## src/rtl/line_sync_scheduler.sv

```systemverilog
// line_sync_scheduler: aligns a first-word-fall-through pixel FIFO to the
// display line being scanned out. Stale words are dropped, words tagged
// for later lines are held back, and black fill covers any underrun.
module line_sync_scheduler #(
  parameter int unsigned VSTART     = 24,
  parameter int unsigned VFIN       = 745,
  parameter int unsigned HSTART     = 1,
  parameter int unsigned LINE_WORDS = 1200,
  parameter int unsigned HALF_WORDS = 600,
  parameter logic [15:0] FILL_PIX   = 16'h1080
) (
  input  logic        i_clk_74M,
  input  logic        i_rst,
  input  logic [11:0] i_vcnt,
  input  logic [11:0] i_hcnt,
  input  logic [28:0] src_data,
  input  logic        src_empty,
  output logic        src_rd,
  input  logic        disp_rd,
  output logic [28:0] o_data,
  output logic [1:0]  o_state,
  output logic [15:0] o_underrun_cnt,
  output logic [15:0] o_drop_cnt
);

  typedef enum logic [1:0] {
    IDLE   = 2'd0,
    SEEK   = 2'd1,
    STREAM = 2'd2,
    HOLD   = 2'd3
  } state_t;

  localparam logic [11:0] VSTART_V   = 12'(VSTART);
  localparam logic [11:0] VFIN_V     = 12'(VFIN);
  localparam logic [11:0] HSTART_H   = 12'(HSTART);
  localparam logic [10:0] LAST_WORD  = 11'(LINE_WORDS - 1);
  localparam logic [10:0] HALF_W     = 11'(HALF_WORDS);

  state_t      state;
  logic [10:0] target;
  logic [10:0] word_cnt;
  logic        rd_seen;
  logic [15:0] underrun_cnt;
  logic [15:0] drop_cnt;

  logic [10:0] diff;
  logic        head_match;
  logic        head_stale;
  logic        head_ahead;
  logic [28:0] fill_word;
  logic        line_start;
  logic        emit_fill;
  logic        line_done;

  // Head classification against the current target line (modulo 2048)
  always_comb begin
    diff       = src_data[26:16] - target;
    head_match = ~src_empty & (diff == '0);
    head_stale = ~src_empty & diff[10];
    head_ahead = ~src_empty & (diff != '0) & ~diff[10];
    fill_word  = {1'b0, (word_cnt >= HALF_W), target, FILL_PIX};
    line_start = (i_hcnt == '0) && (i_vcnt >= VSTART_V) && (i_vcnt < VFIN_V);
    line_done  = (disp_rd && (word_cnt == LAST_WORD)) || (rd_seen && !disp_rd);
  end

  // FIFO pop and display word, zero latency to match FWFT timing
  always_comb begin
    src_rd    = 1'b0;
    o_data    = fill_word;
    emit_fill = 1'b0;
    case (state)
      SEEK: src_rd = head_stale;
      STREAM: begin
        src_rd    = head_stale | (head_match & disp_rd);
        emit_fill = disp_rd & ~head_match;
        if (head_match) begin
          o_data = src_data;
        end
      end
      HOLD: emit_fill = disp_rd;
      default: ;
    endcase
  end

  // Line FSM, word counter and saturating event counters
  always_ff @(posedge i_clk_74M) begin
    if (i_rst) begin
      state        <= IDLE;
      target       <= '0;
      word_cnt     <= '0;
      rd_seen      <= 1'b0;
      underrun_cnt <= '0;
      drop_cnt     <= '0;
    end else begin
      if (emit_fill && (underrun_cnt != '1)) begin
        underrun_cnt <= underrun_cnt + 16'd1;
      end
      if (src_rd && head_stale && (drop_cnt != '1)) begin
        drop_cnt <= drop_cnt + 16'd1;
      end
      case (state)
        IDLE: begin
          if (line_start) begin
            state    <= SEEK;
            target   <= 11'(i_vcnt - VSTART_V);
            word_cnt <= '0;
            rd_seen  <= 1'b0;
          end
        end
        SEEK: begin
          if (head_match) begin
            state <= STREAM;
          end else if (head_ahead) begin
            state <= HOLD;
          end else if (src_empty && (i_hcnt == HSTART_H)) begin
            state <= STREAM;
          end
        end
        STREAM, HOLD: begin
          if (disp_rd) begin
            word_cnt <= word_cnt + 11'd1;
          end
          rd_seen <= rd_seen | disp_rd;
          if (line_done) begin
            state <= IDLE;
          end
        end
        default: state <= IDLE;
      endcase
    end
  end

  assign o_state        = state;
  assign o_underrun_cnt = underrun_cnt;
  assign o_drop_cnt     = drop_cnt;

endmodule
```

## config.mk

```make
export PLATFORM = sky130hd
export DESIGN_NAME = line_sync_scheduler
export DESIGN_NICKNAME = d
export VERILOG_FILES = /design/src/rtl/line_sync_scheduler.sv
export SDC_FILE = /design/constraint.sdc
export NUM_CORES = 1
export LEC_CHECK = 0
export ABC_AREA = 1
export BUFFER_PORTS_ARGS = -buffer_cell sky130_fd_sc_hd__clkbuf_2
export CAP_MARGIN = 20
export CORE_UTILIZATION = 55
export CTS_BUF_LIST = sky130_fd_sc_hd__clkbuf_16
export DETAILED_ROUTE_END_ITERATION = 16
export GPL_TIMING_DRIVEN = 0
export PLACE_DENSITY = 0.83
export SETUP_SLACK_MARGIN = 0.05
export SKIP_CTS_REPAIR_TIMING = 1
export SYNTH_ARGS = -nofsm -noshare
export SYNTH_HDL_FRONTEND = slang
export SYNTH_SLANG_ARGS = --single-unit
```

## constraint.sdc

```tcl
create_clock -name i_clk_74M -period 5.45 [get_ports i_clk_74M]
set_input_delay 1.09 -clock i_clk_74M [delete_from_list [all_inputs] [get_ports i_clk_74M]]
set_output_delay 1.09 -clock i_clk_74M [all_outputs]
set_load 0.1 [all_outputs]
```

==> metrics.md, run 1 <==
| Metric | Value |
|---|---|
| Vias in the first global route | `4155` |
| Max-cap viol count | `0` |
| Pin count of the biggest net entering global routing | `11` |
| Startpoint type of the worst setup path | `input port` |
| Layout cells sized above 1 | `0.213` |
| Status | `finished, final reports clean` |
| Flops & latches, synth | `57` |
| Via density per instance | `5.25` |
| Clock skew | `5.42 ps` |
| Max Slew Vio Count | `0` |
| TritonCTS clock tree | `done` |
| Clk Latency, worst-skew pair | `330 ps` |
| Antenna violations before repair | `0` |
| Placed Area | `0.00481 mm2` |
| Sum Neg Setup Slack | `0 ps` |
| Post-DP HPWL | `8140 um` |
| Wire per inst | `12.3 um` |
| DIE HEIGHT | `88.3 um` |
| Detailed-route via count | `4618` |
| Async set or reset register ratio after synthesis | `0` |
| Final cell count without fillers | `880` |
| Total power | `1.44 mW` |
| Worst Hold Depth | `1` |
| Mean Syn Cell Area | `6.34 um2` |
| Clock root buffer | `clkbuf_16` |
| Gr usage total | `0.287` |
| Clock transition at path regs | `50 ps` |
| DRC | `0` |
| Mapped Cells | `646` |
| Worst Reg2Reg Path Length in Cells | `14` |
| Top-area cell type share of the netlist area | `0.279` |
| Final instance area | `0.00512 mm2` |
| Min Tclk post-route | `5090 ps` |
| First-pass GRT wire length | `17600 um` |
| Main synth FF type | `dfxtp_1` |
| Crit path kind | `in -> out` |
| Num CTS Buffers | `9` |
| Slew margin rel. | `0.587` |
| # rows | `31` |
| Crit share post-route | `0.934` |
| Met3 Use GR | `0.0681` |
| Register area | `0.00114 mm2` |
| DR pass1 iterations | `5` |
| H-tree Lvls | `3` |
| Pwr per Cell Area | `281 mW/mm2` |
| # diodes | `0` |
| Multi-input logic area | `0.00250 mm2` |
| Count leader, synth | `nand2_1` |
| Largest area contributor in the netlist | `dfxtp_1` |
| Synth cell types | `37` |
| Seq/Total Area, Yosys | `0.279` |
| Warnings, synthesis | `0` |
| Post-Place Cells | `864` |
| Worst Hold Class | `reg -> reg` |
| Worst Max-Slew Pin Slew | `619 ps` |
| Core ar. | `0.00721 mm2` |
| Final hold slack | `487 ps` |
| Pre-CTS setup slack | `399 ps` |
| Number of synthesized flops with an enable pin | `0` |
| M2 GR Usage | `0.503` |
| Clock sink count | `57` |
| Mapped Nets | `723` |
| Fill count | `629` |
| Slack of the critical path | `360 ps` |
| Die Wd | `88.3 um` |
| Critical Path RT | `4360 ps` |
| Gr busiest metal | `met2` |
| LEAKAGE | `2.44 nW` |
| CP arrival | `4000 ps` |
| Top cells by area, synth | `dfxtp_1, nand2_1, inv_1, nor2_1, ha_1` |
| Synth cell count leaders | `nand2_1, inv_1, nor2_1, dfxtp_1` |
| Area added between synthesis and finish | `25.2%` |
| Critical path peak fanout | `10` |
| Die ar. | `0.00779 mm2` |
| Gpl congestion | `0.880` |
| Ports | `121` |
| Port Buffers | `119` |
| Final ANT Viol Nets | `0` |
| Final core occ | `0.710` |
| Starting DRT DRC Count | `224` |
| Worst r2r dst | `o_underrun_cnt[10]` |
| Clock buffer depth | `2` |
| Grt met1 use | `0.321` |
| Reg2reg start | `target[0]` |
| Hold path start | `o_drop_cnt[0]` |
| Nets@finish | `853` |
| Crit. End Element | `output port` |
| Hold Path Sink | `o_drop_cnt[0]` |
| Worst R2R Setup Slack | `2790 ps` |
| Total wire length | `10800 um` |
| Final hold vios | `0` |
| Count of final setup violators | `0` |
| GRT overflow | `0` |
| Maximum VDD drop | `0.282 mV` |
| Post-Syn Area | `0.00409 mm2` |
| Initial Util | `0.567` |
| RSZ-0062 raised after global routing | `no` |
| Max Freq | `0.196 GHz` |
-- registers in the layout (all words and copies together), names as in the netlist --
register / cells
rd_seen: 1
word_cnt: 11
o_underrun_cnt: 16
target: 11
o_drop_cnt: 16
o_state: 2
-- layout by cell type, fill, tap and decap left out, types with 8 or more instances in the layout --
master | synthesis | routed
nand4_1 | 27 | 27
a21oi_1 | 39 | 39
o21ai_1 | 15 | 15
a21oi_2 | 9 | 9
dfxtp_1 | 57 | 57
nand3_1 | 39 | 39
inv_1 | 92 | 92
xnor2_1 | 8 | 8
clkbuf_16 | 0 | 9
xor2_1 | 20 | 20
o21ai_0 | 16 | 16
clkbuf_2 | 0 | 119
ha_1 | 19 | 19
nand2_1 | 143 | 143
nor2_1 | 90 | 90
nor3_1 | 18 | 18
-- cell type report --
class | count | share of cell area
multi-input combinational | 474 | 0.487
clock inverter | 7 | 0.0166
sequential | 57 | 0.223
clock buffer | 9 | 0.0440
inverter | 98 | 0.0718
timing repair buffer | 119 | 0.116
tap | 99 | 0.0242
buffer | 17 | 0.0171
-- worst max-delay path by stage --
stage / depth (start not counted) / slack, ps / endpoint / startpoint
finish: 17 / 360 / o_data[26] / src_data[16]
CTS: 17 / 380 / o_data[26] / src_data[16]
global placement: 20 / 460 / o_data[26] / src_data[16]
global route: 17 / 140 / o_data[26] / src_data[16]
floorplan: 16 / 220 / o_data[16] / src_data[16]
detailed placement: 17 / 400 / o_data[26] / src_data[16]
-- cells by family after synthesis --
| family | count (synthesis) | share of synthesized area |
|---|---|---|
| xor+xnor | 28 | 0.0599 |
| fa+ha+maj | 20 | 0.0630 |
| buf+inv | 115 | 0.111 |
| compound gates | 90 | 0.126 |
| simple gates | 336 | 0.361 |
| flops | 57 | 0.279 |
-- power by group --
group / leakage [nW] / switching, mW / internal (mW) / total, mW
sequential: 0.460 / 0.0203 / 0.436 / 0.456
clock: 0.150 / 0.196 / 0.394 / 0.590
combinational: 1.83 / 0.287 / 0.105 / 0.392
-- per-layer routing --
metal  vias to the layer above  share of wire
met2                       175           0.50
li1                       2342              -
met4                         0          0.025
met1                      2070           0.43
met3                        31          0.053
met5                         -              0
-- worst max-delay path, stage by stage --
cell      delay, ps
clkbuf_2         90
inv_1            70
ha_1            160
inv_2            50
fa_1            430
nand3_1         120
nand2_1         100
nand2_1          70
nand2_1          60
xor2_1          140
nor2_1          290
nand4_1         310
inv_2           150
buf_2           230
nand2_1          70
o21ai_1         100
clkbuf_2        480
(Power assumes the default switching activity.)
==> inputs of run 2 (changes only) <==
Settings changed: CELL_PAD_IN_SITES_DETAIL_PLACEMENT set to 0, CELL_PAD_IN_SITES_GLOBAL_PLACEMENT set to 1, CORE_UTILIZATION 55 to 38, PLACE_DENSITY 0.83 to 0.84.
==> run 2 against run 1 <==
Net effect: global-route usage fell by 8.3 points; flip-flop and latch count did not move; clock skew decreased by 1.2 ps; largest cell class unchanged; total power fell by 4.5%; non-clock buffer count did not move; clock power down 9.7%; combinational power decreased by 2%.
==> metrics.md, run 2 (synthesis results as in run 1) <==
| Metric | Value |
|---|---|
| Reg2reg start | `target[0]` |
| DR pass1 iterations | `4` |
| Port Buffers | `119` |
| Min Tclk post-route | `4990 ps` |
| Detailed-route via count | `4448` |
| Die ar. | `0.0112 mm2` |
| # rows | `37` |
| Crit share post-route | `0.915` |
| Pin count of the biggest net entering global routing | `11` |
| Critical Path RT | `4360 ps` |
| M2 GR Usage | `0.349` |
| Sum Neg Setup Slack | `0 ps` |
| Starting DRT DRC Count | `100` |
| Gr usage total | `0.203` |
| LEAKAGE | `2.43 nW` |
| Gpl congestion | `0.876` |
| Grt met1 use | `0.250` |
| Crit path buf inv count | `6` |
| Post-DP HPWL | `8620 um` |
| Pre-CTS setup slack | `451 ps` |
| Vias in the first global route | `4194` |
| Via density per instance | `4.86` |
| CP arrival | `3900 ps` |
| Switching pwr | `0.490 mW` |
| Nets@finish | `853` |
| Die Wd | `106 um` |
| Most frequent cells in the layout | `nand2_1, clkbuf_2, inv_1` |
| Count of final setup violators | `0` |
| Seq pwr share | `0.332` |
| Total power | `1.37 mW` |
| # diodes | `0` |
| Critical path peak fanout | `10` |
| Total wire length | `10800 um` |
| Initial Util | `0.395` |
| Combinational fraction of design power | `0.280` |
| Core ar. | `0.0104 mm2` |
| Area added between synthesis and finish | `25.4%` |
| First-pass GRT wire length | `18300 um` |
| Final hold vios | `0` |
| Clk Latency, worst-skew pair | `330 ps` |
| Clock root buffer | `clkbuf_16` |
| Layout cells sized above 1 | `0.212` |
| Setup crit start | `src_data[16]` |
| Maximum VDD drop | `0.153 mV` |
| Clock skew | `4.27 ps` |
| Num CTS Buffers | `9` |
| DRC | `0` |
| CP peak stage delay | `490 ps` |
| Final ANT Viol Nets | `0` |
| Max Freq | `0.201 GHz` |
| Most frequent CP cell | `nand2_1` |
| Clock sink count | `57` |
| TritonCTS clock tree | `done` |
| Worst Hold Class | `reg -> reg` |
| Clock transition at path regs | `50 ps` |
| Clk pwr share | `0.388` |
| DIE HEIGHT | `106 um` |
| RSZ-0062 raised after global routing | `no` |
| P_int | `0.884 mW` |
| Hold path start | `target[10]` |
| Ports | `121` |
| Final core occ | `0.495` |
| Met3 Use GR | `0.0297` |
| Status | `finished, final reports clean` |
| Slew margin rel. | `0.601` |
| CP max stage cell | `clkbuf_2` |
| Pwr per Cell Area | `268 mW/mm2` |
| Antenna violations before repair | `0` |
| CP Cell Sequence | `clkbuf_2, inv_1, ha_1, inv_2, fa_1, nand3_1, nand2_1, nand2_1, nand2_1, xor2_1, nor2_1, nand4_1, inv_2, buf_2, nand2_1, o21ai_1, clkbuf_2` |
| Switching portion of total power | `0.357` |
| Crit path kind | `in -> out` |
| Max Slew Vio Count | `0` |
| Clock buffer depth | `2` |
| Crit. End Element | `output port` |
| Worst Max-Slew Pin Slew | `598 ps` |
| Gr busiest metal | `met2` |
| H-tree Lvls | `3` |
| Max-cap viol count | `0` |
| Delay-heaviest family, CP | `buffers and inverters` |
| Commonest non-fill, non-tap cell in the layout | `nand2_1` |
| Fill count | `1082` |
| Wire per inst | `11.8 um` |
| Startpoint type of the worst setup path | `input port` |
| Slack of the critical path | `464 ps` |
| GRT overflow | `0` |
run 2: worst paths after layout:
| path | end | slack (ps) | cells after the start |
|---|---|---|---|
| hold reg to reg | target[10] | 480 | 2 |
| hold / removal | target[10] | 480 | 2 |
| setup reg to reg | o_underrun_cnt[11] | 2730 | 14 |
| setup / recovery | o_data[26] | 460 | 17 |
run 2: layout make-up:
type                    count  area (um2)  area share
plain buffers              17        87.6      0.0171
clock buffers               9         225      0.0439
clock inverters             5        48.8     0.00951
inverters                  98         368      0.0717
multi-input cells         474        2500       0.486
flip-flops and latches     57        1140       0.222
well taps                 136         170      0.0332
repair buffers            119         596       0.116
run 2: per-stage QoR:
stage               hold WS [ps]  cell area (um2)  cells
finish                       480             5130    915
global route                 522             5130    915
CTS                          480             5130    915
detailed placement           474             4860    901
global placement             469             4860    901
floorplan                    451             4090    646
run 2: routing by layer:
layer | vias to the layer above | wire length (um) | part of all wire
met5 | - | 0 | 0
met4 | 0 | 213 | 0.020
met3 | 15 | 539 | 0.050
met2 | 123 | 4910 | 0.46
met1 | 1964 | 5110 | 0.47
li1 | 2346 | - | -
run 2: power groups by stage:
stage	registers [mW]	logic [mW]	clock network [mW]
after floorplan	0.536	0.218	0
after global placement	0.464	0.378	0
after detailed placement	0.465	0.384	0
after CTS	0.457	0.386	0.542
after global routing	0.460	0.427	0.559
final	0.456	0.385	0.533
run 2: tightest hold or removal path, cell delays in order (launching register included):
cell and delay, ps:
dfxtp_1 310, inv_1 70, nor3_1 50
